File: src/rtl/sub32_serial.sv
// Digit-serial subtractor: a - b - b_in, one DIGIT-wide slice per clock, LSB first.
// Optional signed-overflow output ovf_o is built only when SUB_OVF_EN is defined.
module sub32_serial #(
    parameter int WIDTH = 32,
    parameter int DIGIT = 4
) (
    input  logic             clk,
    input  logic             rst,
    input  logic             in_valid,
    output logic             in_ready,
    input  logic [WIDTH-1:0] a,
    input  logic [WIDTH-1:0] b,
    input  logic             b_in,
    output logic             out_valid,
    input  logic             out_ready,
    output logic [WIDTH-1:0] diff_o,
    output logic             bo_o
`ifdef SUB_OVF_EN
    ,
    output logic             ovf_o
`endif
);

    localparam int N     = WIDTH / DIGIT;
    localparam int CNT_W = (N > 1) ? $clog2(N) : 1;
    localparam logic [CNT_W-1:0] LAST = CNT_W'(N - 1);

    typedef enum logic [1:0] {IDLE, RUN, DONE} state_t;

    state_t           state_q, state_d;
    logic [WIDTH-1:0] a_q, a_d;
    logic [WIDTH-1:0] b_q, b_d;
    logic [WIDTH-1:0] res_q, res_d;
    logic             brw_q, brw_d;
    logic [CNT_W-1:0] cnt_q, cnt_d;
    logic [DIGIT:0]   slice;

    // One digit slice; the extra MSB is the borrow out of the slice.
    function automatic logic [DIGIT:0] sub_digit(input logic [DIGIT-1:0] x,
                                                 input logic [DIGIT-1:0] y,
                                                 input logic             bin);
        return {1'b0, x} - {1'b0, y} - {{DIGIT{1'b0}}, bin};
    endfunction

    assign slice = sub_digit(a_q[DIGIT-1:0], b_q[DIGIT-1:0], brw_q);

`ifdef SUB_OVF_EN
    logic sa_q, sa_d, sb_q, sb_d;
`endif

    always_comb begin
        state_d = state_q;
        a_d     = a_q;
        b_d     = b_q;
        res_d   = res_q;
        brw_d   = brw_q;
        cnt_d   = cnt_q;
`ifdef SUB_OVF_EN
        sa_d    = sa_q;
        sb_d    = sb_q;
`endif
        case (state_q)
            IDLE: begin
                if (in_valid) begin
                    a_d     = a;
                    b_d     = b;
                    brw_d   = b_in;
                    cnt_d   = '0;
                    state_d = RUN;
`ifdef SUB_OVF_EN
                    sa_d    = a[WIDTH-1];
                    sb_d    = b[WIDTH-1];
`endif
                end
            end
            RUN: begin
                // Result fills from the MSB end so after N steps digit 0 sits at the LSB.
                res_d = {slice[DIGIT-1:0], res_q[WIDTH-1:DIGIT]};
                a_d   = a_q >> DIGIT;
                b_d   = b_q >> DIGIT;
                brw_d = slice[DIGIT];
                cnt_d = cnt_q + 1'b1;
                if (cnt_q == LAST) state_d = DONE;
            end
            DONE: begin
                if (out_ready) state_d = IDLE;
            end
            default: state_d = IDLE;
        endcase
    end

    always_ff @(posedge clk) begin
        if (rst) begin
            state_q <= IDLE;
            a_q     <= '0;
            b_q     <= '0;
            res_q   <= '0;
            brw_q   <= 1'b0;
            cnt_q   <= '0;
`ifdef SUB_OVF_EN
            sa_q    <= 1'b0;
            sb_q    <= 1'b0;
`endif
        end else begin
            state_q <= state_d;
            a_q     <= a_d;
            b_q     <= b_d;
            res_q   <= res_d;
            brw_q   <= brw_d;
            cnt_q   <= cnt_d;
`ifdef SUB_OVF_EN
            sa_q    <= sa_d;
            sb_q    <= sb_d;
`endif
        end
    end

    assign in_ready  = (state_q == IDLE);
    assign out_valid = (state_q == DONE);
    assign diff_o    = res_q;
    assign bo_o      = brw_q;
`ifdef SUB_OVF_EN
    assign ovf_o     = (sa_q != sb_q) && (res_q[WIDTH-1] != sa_q);
`endif

endmodule

File: config.mk
export PLATFORM = sky130hd
export DESIGN_NAME = sub32_serial
export DESIGN_NICKNAME = d
export VERILOG_FILES = /design/src/rtl/sub32_serial.sv
export SDC_FILE = /design/constraint.sdc
export NUM_CORES = 1
export LEC_CHECK = 0
export ABC_AREA = 1
export CAP_MARGIN = 25
export CORE_ASPECT_RATIO = 2
export CORE_MARGIN = 1.5
export CORE_UTILIZATION = 35
export DETAILED_ROUTE_END_ITERATION = 12
export SLEW_MARGIN = 20
export SYNTH_ARGS = -nofsm -noshare
export SYNTH_HDL_FRONTEND = slang
export SYNTH_SLANG_ARGS = --single-unit
File: constraint.sdc
create_clock -name clk -period 4.55 [get_ports clk]
set_input_delay 1.1375 -clock clk [delete_from_list [all_inputs] [get_ports clk]]
set_output_delay 1.1375 -clock clk [all_outputs]
set_load 0.05 [all_outputs]
Word-level counts from Yosys, hierarchy flattened
Cells that the tools add are included.
{ "totals": {"ff_bits": 102, "inputBits": 69, "out_inout_bits": 35, "wordCells": 31} }
{ "op_classes": {"n_addsub": 3, "eq_ne": 6, "n_mux": 12, "reduce_logical": 4} }
{ "ops": {"columns": ["operator", "count"], "rows": [
  ["one-hot mux 32 bit (2 select lines)", 2],
  ["2-to-1 mux 32 bit", 2],
  ["2-to-1 mux 2 bit", 3],
  ["one-hot mux 2 bit (3 select lines)", 1],
  ["one-hot mux 3 bit (2 select lines)", 1],
  ["subtractor 4 x 4 -> 5 bit", 1],
  ["subtractor 5 x 1 -> 5 bit", 1],
  ["!= test 2 bit (second input constant)", 2],
  ["adder 3 x 1 -> 3 bit (second input constant)", 1],
  ["== test 3 bit (second input constant)", 1],
  ["2-to-1 mux 3 bit", 1],
  ["AND reduction 3 bit", 1],
  ["== test 2 x 1 -> 1 bit (second input constant)", 1],
  ["== test 2 bit (second input constant)", 1],
  ["zero test 2 bit", 1],
  ["!= test 2 x 1 -> 1 bit (second input constant)", 1],
  ["one-hot mux 1 bit (2 select lines)", 1],
  ["AND reduction 2 bit", 1],
  ["nonzero test 2 bit", 1],
  ["2-to-1 mux 1 bit", 1]
]} }

Depth between registers and ports, before layout
Gate-level depths: netlist of run 1.
{ "depth": {"depth_word": 3, "mapped_depth": 11, "ltp_nobuf": 11} }

Worst setup path before layout of run 1
No wires, ideal clock.
{ "synth_timing": {"kind": "reg-to-output", "startpoint": "reg state_q[1]", "endpoint": "out out_valid", "t_arrival_ps": 1109, "required_time_ps": 3413, "path_slack_ps": 2303, "path_stages_with_launch": 3, "path_buffers": 0, "path_cell_list": "dfxtp_1 > inv_1 > nor2_1"} }
{ "synth_between": {"elab_chain_cells": 1} }
{ "synth_rtl": {"columns": ["item", "line", "rtl"], "rows": [
  ["from (decl)", "30", "state_t state_q, state_d;"],
  ["from (signal assigned)", "105", "state_q <= state_d;"],
  ["== test 2 bit", "119", "assign out_valid = (state_q == DONE);"],
  ["to (decl)", "14", "output logic out_valid,"]
]} }
No other way between the ends.

Worst setup path after layout of run 1
Ends and elaborated chain as after synthesis.

==> results of run 1 <==
## cells in the mapped netlist
| master | n | area (sq um) |
|---|---|---|
| dfxtp_1 | 102 | 2040 |
| o21ai_0 | 76 | 380 |
| a21oi_1 | 72 | 360 |
| nor2_1 | 62 | 233 |
| o22ai_1 | 56 | 350 |
| nand2_1 | 27 | 101 |
| clkbuf_1 | 21 | 78.8 |
| inv_1 | 17 | 63.8 |
| buf_2 | 16 | 80.1 |
| o21ai_1 | 13 | 65.1 |
| ha_1 | 6 | 75.1 |
| nand3_1 | 5 | 25.0 |
| buf_6 | 3 | 33.8 |
| buf_1 | 2 | 7.51 |
| fa_1 | 2 | 40.0 |
| inv_2 | 2 | 7.51 |
| a31oi_1 | 1 | 6.26 |
| nand2_2 | 1 | 6.26 |
| nand3b_1 | 1 | 7.51 |
| nor2_4 | 1 | 11.3 |
| o21a_1 | 1 | 7.51 |
| or2_2 | 1 | 6.26 |
| xor2_1 | 1 | 8.76 |
## through the flow
stage | hold slack, ns | total power [W] | util (%) | setup WS, ns
after global placement | 0.447 | 0.00149 | 44.9 | 1.61
after detailed placement | 0.456 | 0.00150 | 44.9 | 1.56
after floorplan | 0.429 | 0.00134 | - | 2.30
final | 0.462 | 0.00227 | 47.8 | 1.61
after global routing | 0.495 | 0.00238 | 47.8 | 1.55
after CTS | 0.466 | 0.00230 | 47.6 | 1.60
## flip-flops by register name, indices dropped and copies added, names as in the netlist
signal	cells
cnt_q	3
bo_o	1
a_q	32
diff_o	32
b_q	32
state_q	2
## power by group through the flow
stage               clock, W  combinational, W  sequential [W]
detailed placement         0          0.000457         0.00105
global route        0.000841          0.000503         0.00104
global placement           0          0.000449         0.00105
finish              0.000788          0.000457         0.00103
CTS                 0.000809          0.000458         0.00103
floorplan                  0          0.000215         0.00112
## path summary, 6_finish.rpt
kind         cells after the start        end  slack [ns]        from
max                              3  out_valid        1.61  state_q[1]
min                              2    a_q[28]        0.46     a_q[28]
max reg2reg                      5    b_q[19]        2.48  state_q[0]
min reg2reg                      2    a_q[28]        0.46     a_q[28]
## routing by layer
layer,GRT usage (%),vias to the layer above
met2,30.9,97
met3,3.50,14
met4,7.40,0
li1,-,1864
met1,20.6,1717
met5,0,-
## cell families after synthesis
logic type / share of synthesized area [%]
buf+inv: 6.79
flops: 51.1
simple gates: 9.77
xor+xnor: 0.219
compound gates: 29.3
fa+ha+maj: 2.88
## final cells by class
cell class	count	area share, %
inverter	19	1.33
multi-input combinational	326	31.4
sequential	102	38.1
timing repair buffer	108	20.2
clock buffer	10	4.27
tap	142	3.31
clock inverter	5	1.40
## tightest hold or removal path, delay by kind of cell, from the launching register on
| family | cells | cell delay, ns |
|---|---|---|
| DFF | 1 | 0.31 |
| and+or+nand+nor | 1 | 0.06 |
| AOI/OAI and AO/OA | 1 | 0.05 |
==> metrics.md, run 1 <==
| Metric | Value |
|---|---|
| RSZ-0062 raised after global routing | `false` |
| # DRC | `0` |
| Final cell count without fillers | `about 710` |
| Post-DRT Antenna Nets | `0` |
| Syn Inst Count | `around 490` |
| Met3 Routed Length | `about 430 um` |
| Post-CTS Setup Bufs | `0` |
| Routed len/inst | `14.6 um` |
| Root buffer cell | `clkbuf_16` |
| Critical Path Max Stage Delay | `0.83 ns` |
| Crit path launch type | `flip-flop` |
| GP Congestion | `0.792` |
| Min cycle time layout | `between 2 and 3 ns` |
| Die height | `~150 um` |
| Worst path cell trace | `inv_1, nor2_1, clkdlybuf4s50_1` |
| Slowest-stage cell, CP | `clkdlybuf4s50_1` |
| CTS Buf Count | `9` |
| WS Path Type | `reg2out` |
| CP Buf/Inv Count | `2` |
| Crit path arrival time | `1.80 ns` |
| Clock share of power | `between 30% and 40%` |
| Slew headroom | `approximately two fifths` |
| Largest net degree at the start of global routing | `97` |
| Status | `completed` |
| Seq pwr share | `a little under half` |
| Pwr Density | `~420 mW/mm^2` |
| Post-CTS Hold Fix Bufs | `0` |
| Seq. cell area | `a little over 0.002 sq mm` |
| Fmax | `340 MHz` |
| DP Cell Count | `between 600 and 700` |
| Worst-path fanout max | `3` |
| Total net switching power | `0.000634 W` |
| First-pass DRT Iterations | `4` |
| Final instance area | `approximately 0.0054 sq mm` |
| CTS tree | `done` |
| Endpoints failing setup | `0` |
| Clock latency at the later pin of the worst-skew pair | `around 0.34 ns` |
| Register area share after synthesis | `between 50% and 60%` |
| Initial core utilization | `a little over a third` |
| # IOs | `approximately 100` |
| H-tree Lvls | `3` |
| Post-synthesis cell type count | `23` |
| Via count | `roughly 3700` |
| Dpl cell area | `just over 0.005 sq mm` |
| Hold Path Class | `reg2reg` |
| Fin nets | `roughly 640` |
| Clock sinks | `slightly above 100` |
| Top delay family on crit path | `buffers and inverters` |
| Top Metal Used | `met4` |
| First-pass GRT wire length | `16800 um` |
| Max rail drop VDD | `0.214 mV` |
| Layout cell share with drive strength beyond 1 | `under 10%` |
| Static Leak | `between 2 and 2.5 nW` |
| Pint | `roughly 0.0016 W` |
| Core Area | `0.0112 sq mm` |
| Worst EP required | `approximately 3.4 ns` |
| Sw Ratio | `around 28%` |
| Vias in the first global route | `between 3000 and 4000` |
| Synth Net Count | `about 570` |
| Most frequent cells in the layout | `clkdlybuf4s50_1 (103), dfxtp_1 (102), o21ai_0 (76), a21oi_1 (72), nor2_1 (62)` |
| Deepest clock path buffer count | `2` |
| Slew Viols, Final | `0` |
| Multi-input logic area | `between 0.0015 and 0.002 sq mm` |
| Area Overhead vs Synth | `34.1%` |
| Most common cell after layout, fill and taps aside | `clkdlybuf4s50_1` |
| Final TNS setup | `0 ns` |
| # fillers | `roughly 1100` |
| Worst Clk Skew | `~0.0056 ns` |
| Gr ovfl total | `0` |
| Mapped Area | `around 0.004 sq mm` |
| Comb pwr share | `approximately a fifth` |
| Metal2 WL | `5400 um` |
| CTS-repair resized insts | `0` |
| M1 wire length | `around 4300 um` |
| Slew @ Worst Pin | `~0.92 ns` |
| Die Wd | `slightly below 80 um` |
| IO buf count | `about 100` |
| Final Hold Fails | `0` |
| Synthesis Warnings | `0` |
| Mapped Avg Cell Area | `between 8 and 9 sq um` |
| Initial antenna violation count | `0` |
| Routed WL | `just over 10000 um` |
| DR iter-0 viols | `270` |
| Die area | `about 0.012 sq mm` |
| Crit end category | `output pin` |
| Placement Rows | `55` |
| Max-cap check violation count | `0` |
| GRT Total Usage | `roughly 18%` |
| Diodes inserted | `0` |
| Vias per inst | `5.19` |
| Seq cells post-synth | `around 100` |
| Final Cycle Share | `between 60 and 70%` |
| Worst-path clk slew | `around 0.06 ns` |
| Detailed Place HPWL | `6940 um` |
Power figures use the tool's default switching activity.
==> inputs of run 2 (changes only) <==
clock period = 2.36 ns   (was 4.55 ns; I/O delays follow)
==> run 2 against run 1 <==
  * Via count grew 0.11%
  * Power grew 91%
  * Highest routed layer unchanged
  * Sequential power is 92% higher
==> metrics.md, run 2 (synthesis results as in run 1) <==
| Metric | Value |
|---|---|
| Status | `completed` |
| Cell count of the worst hold path | `2 (unchanged)` |
| Worst Clk Skew | `0.00467 ns (-0.000971 ns)` |
| Most frequent cells in the layout | `dfxtp_1 (102), clkdlybuf4s50_1 (101), o21ai_0 (76), a21oi_1 (72), nor2_1 (62)` |
| WS Path Type | `reg2out` |
| Final Hold Fails | `0 (unchanged)` |
| Initial core utilization | `35.6% (unchanged)` |
| Crit path arrival time | `1.55 ns (-0.25 ns)` |
| Largest net degree at the start of global routing | `70 (-28%)` |
| Met3 Routed Length | `366 um (-15%)` |
| Worst-path clk slew | `0.06 ns (about the same)` |
| End of the worst hold path | `a_q[28]` |
| Root buffer cell | `clkbuf_16` |
| Fin nets | `648 (+0.78%)` |
| Endpoints failing setup | `0 (unchanged)` |
| Final TNS setup | `0 ns (unchanged)` |
| DR iter-0 viols | `201 (-26%)` |
| Die area | `0.0121 sq mm (unchanged)` |
| Area Overhead vs Synth | `34.9%` |
| Max rail drop VDD | `0.474 mV (+120%)` |
| Vias in the first global route | `3481 (-3.0%)` |
| Top delay family on crit path | `buffers and inverters` |
| Static Leak | `2.11 nW (+1.9%)` |
| Clock latency at the later pin of the worst-skew pair | `0.34 ns (about the same)` |
| Routed len/inst | `14.9 um (+2.0%)` |
| CP Buf/Inv Count | `1 (-1)` |
| Slew @ Worst Pin | `0.582 ns (-0.338 ns)` |
| CTS tree | `done` |
| Slew Viols, Final | `0 (unchanged)` |
| GP Congestion | `0.827 (+4.5%)` |
| RSZ-0062 raised after global routing | `false` |
| Worst path cell trace | `clkdlybuf4s50_1` |
| GRT Total Usage | `17.9% (+0.21 points)` |
| # IOs | `104 (unchanged)` |
| Routed WL | `10700 um (+2.8%)` |
| M1 wire length | `4340 um (+0.91%)` |
| Post-CTS Hold Fix Bufs | `0 (unchanged)` |
| IO buf count | `103 (unchanged)` |
| Slowest-stage cell, CP | `clkdlybuf4s50_1` |
| Critical Path Max Stage Delay | `0.83 ns (about the same)` |
| Hold Path Class | `reg2reg` |
| Final Cycle Share | `between 90% and 100%` |
| Die Wd | `78.6 um (unchanged)` |
| Die height | `154 um (unchanged)` |
| CTS Buf Count | `9 (unchanged)` |
| # fillers | `1115 (+0.27%)` |
| Crit end category | `output pin` |
| Vias per inst | `5.15 (-0.73%)` |
| Diodes inserted | `0 (unchanged)` |
| Gr ovfl total | `0 (unchanged)` |
| First-pass GRT wire length | `16900 um (+0.53%)` |
| Pwr Density | `804 mW/mm^2 (+90%)` |
| Hold wc startpoint | `a_q[28]` |
| Worst EP required | `1.77 ns (-1.64 ns)` |
| Core Area | `0.0112 sq mm (unchanged)` |
| R2R depth | `8 (+3)` |
| Detailed Place HPWL | `7390 um (+6.5%)` |
| Slew headroom | `61.2% (+23 points)` |
| R2R Path Start | `bo_o` |
| Post-CTS Setup Bufs | `0 (unchanged)` |
| H-tree Lvls | `3 (unchanged)` |
| CTS-repair resized insts | `0 (unchanged)` |
| Initial antenna violation count | `0 (unchanged)` |
| Max-cap check violation count | `0 (unchanged)` |
| Crit path launch type | `flip-flop` |
| End of the worst register-to-register path | `diff_o[31]` |
| Metal2 WL | `5730 um (+6.1%)` |
| Post-DRT Antenna Nets | `0 (unchanged)` |
| Min cycle time layout | `approximately 2.1 ns` |
| Via count | `3696 (+0.11%)` |
| Clock sinks | `102 (unchanged)` |
| R2R Setup Slk | `0.58 ns (-1.90 ns)` |
| Top Metal Used | `met4` |
| # DRC | `0 (unchanged)` |
| Layout cell share with drive strength beyond 1 | `5.03% (+0.65 points)` |
| Worst-path fanout max | `3 (unchanged)` |
| Overall power | `0.00434 W (+91%)` |
| Deepest clock path buffer count | `2 (unchanged)` |
| Most common cell after layout, fill and taps aside | `dfxtp_1` |
| Placement Rows | `55 (unchanged)` |
| Fmax | `~470 MHz` |
| First-pass DRT Iterations | `4 (unchanged)` |
run 2: changes by cell type in the layout (fill, tap and decap cells not counted):
cell,before,now
bufinv_16,2,1
buf_4,4,9
clkbuf_1,1,3
dlymetal6s2s_1,0,2
clkdlybuf4s50_1,103,101
clkinv_4,0,1
clkbuf_8,0,1
clkinv_2,3,1
run 2: final cells by class:
class	instances	area (sq um)	area share, %
multi-input combinational	326	1680	31.2
clock buffer	13	250	4.64
clock inverter	3	43.8	0.812
tap	142	178	3.29
inverter	19	71.3	1.32
timing repair buffer	113	1120	20.8
sequential	102	2040	37.9
run 2: worst max-delay path by stage:
| stage | start | end | slack (ns) | cells after the start |
|---|---|---|---|---|
| final | bo_o | bo_o | 0.22 | 1 |
| after global placement | state_q[1] | out_valid | 0.39 | 3 |
| after global routing | bo_o | bo_o | 0.18 | 1 |
| after detailed placement | in_valid | b_q[2] | 0.29 | 6 |
| after floorplan | bo_o | diff_o[31] | 0.33 | 8 |
| after CTS | state_q[1] | out_valid | 0.002 | 3 |
run 2: layer usage:
layer / vias up / global-route usage (%)
li1: 1881 / -
met1: 1713 / 20.5
met2: 90 / 32.2
met3: 12 / 3.03
met4: 0 / 7.06
met5: - / 0
run 2: report_power, final:
group	leakage (nW)	switching, W	total, W	internal [W]
Sequential	0.845	0.0000945	0.00198	0.00188
Combinational	1.13	0.000530	0.000892	0.000362
Clock	0.144	0.000614	0.00147	0.000853
Total	2.11	0.00124	0.00434	0.00310
run 2: stage by stage:
stage / util (%) / hold WS [ns] / instance area (sq um) / worst slack, ns / std cells
floorplan: - / 0.429 / 4000 / 0.330 / 489
global placement: 45.4 / 0.448 / 5090 / 0.387 / 702
detailed placement: 45.4 / 0.453 / 5090 / 0.291 / 702
CTS: 48.0 / 0.465 / 5390 / 0.00183 / 718
global route: 48.1 / 0.483 / 5390 / 0.181 / 718
finish: 48.1 / 0.463 / 5390 / 0.218 / 718
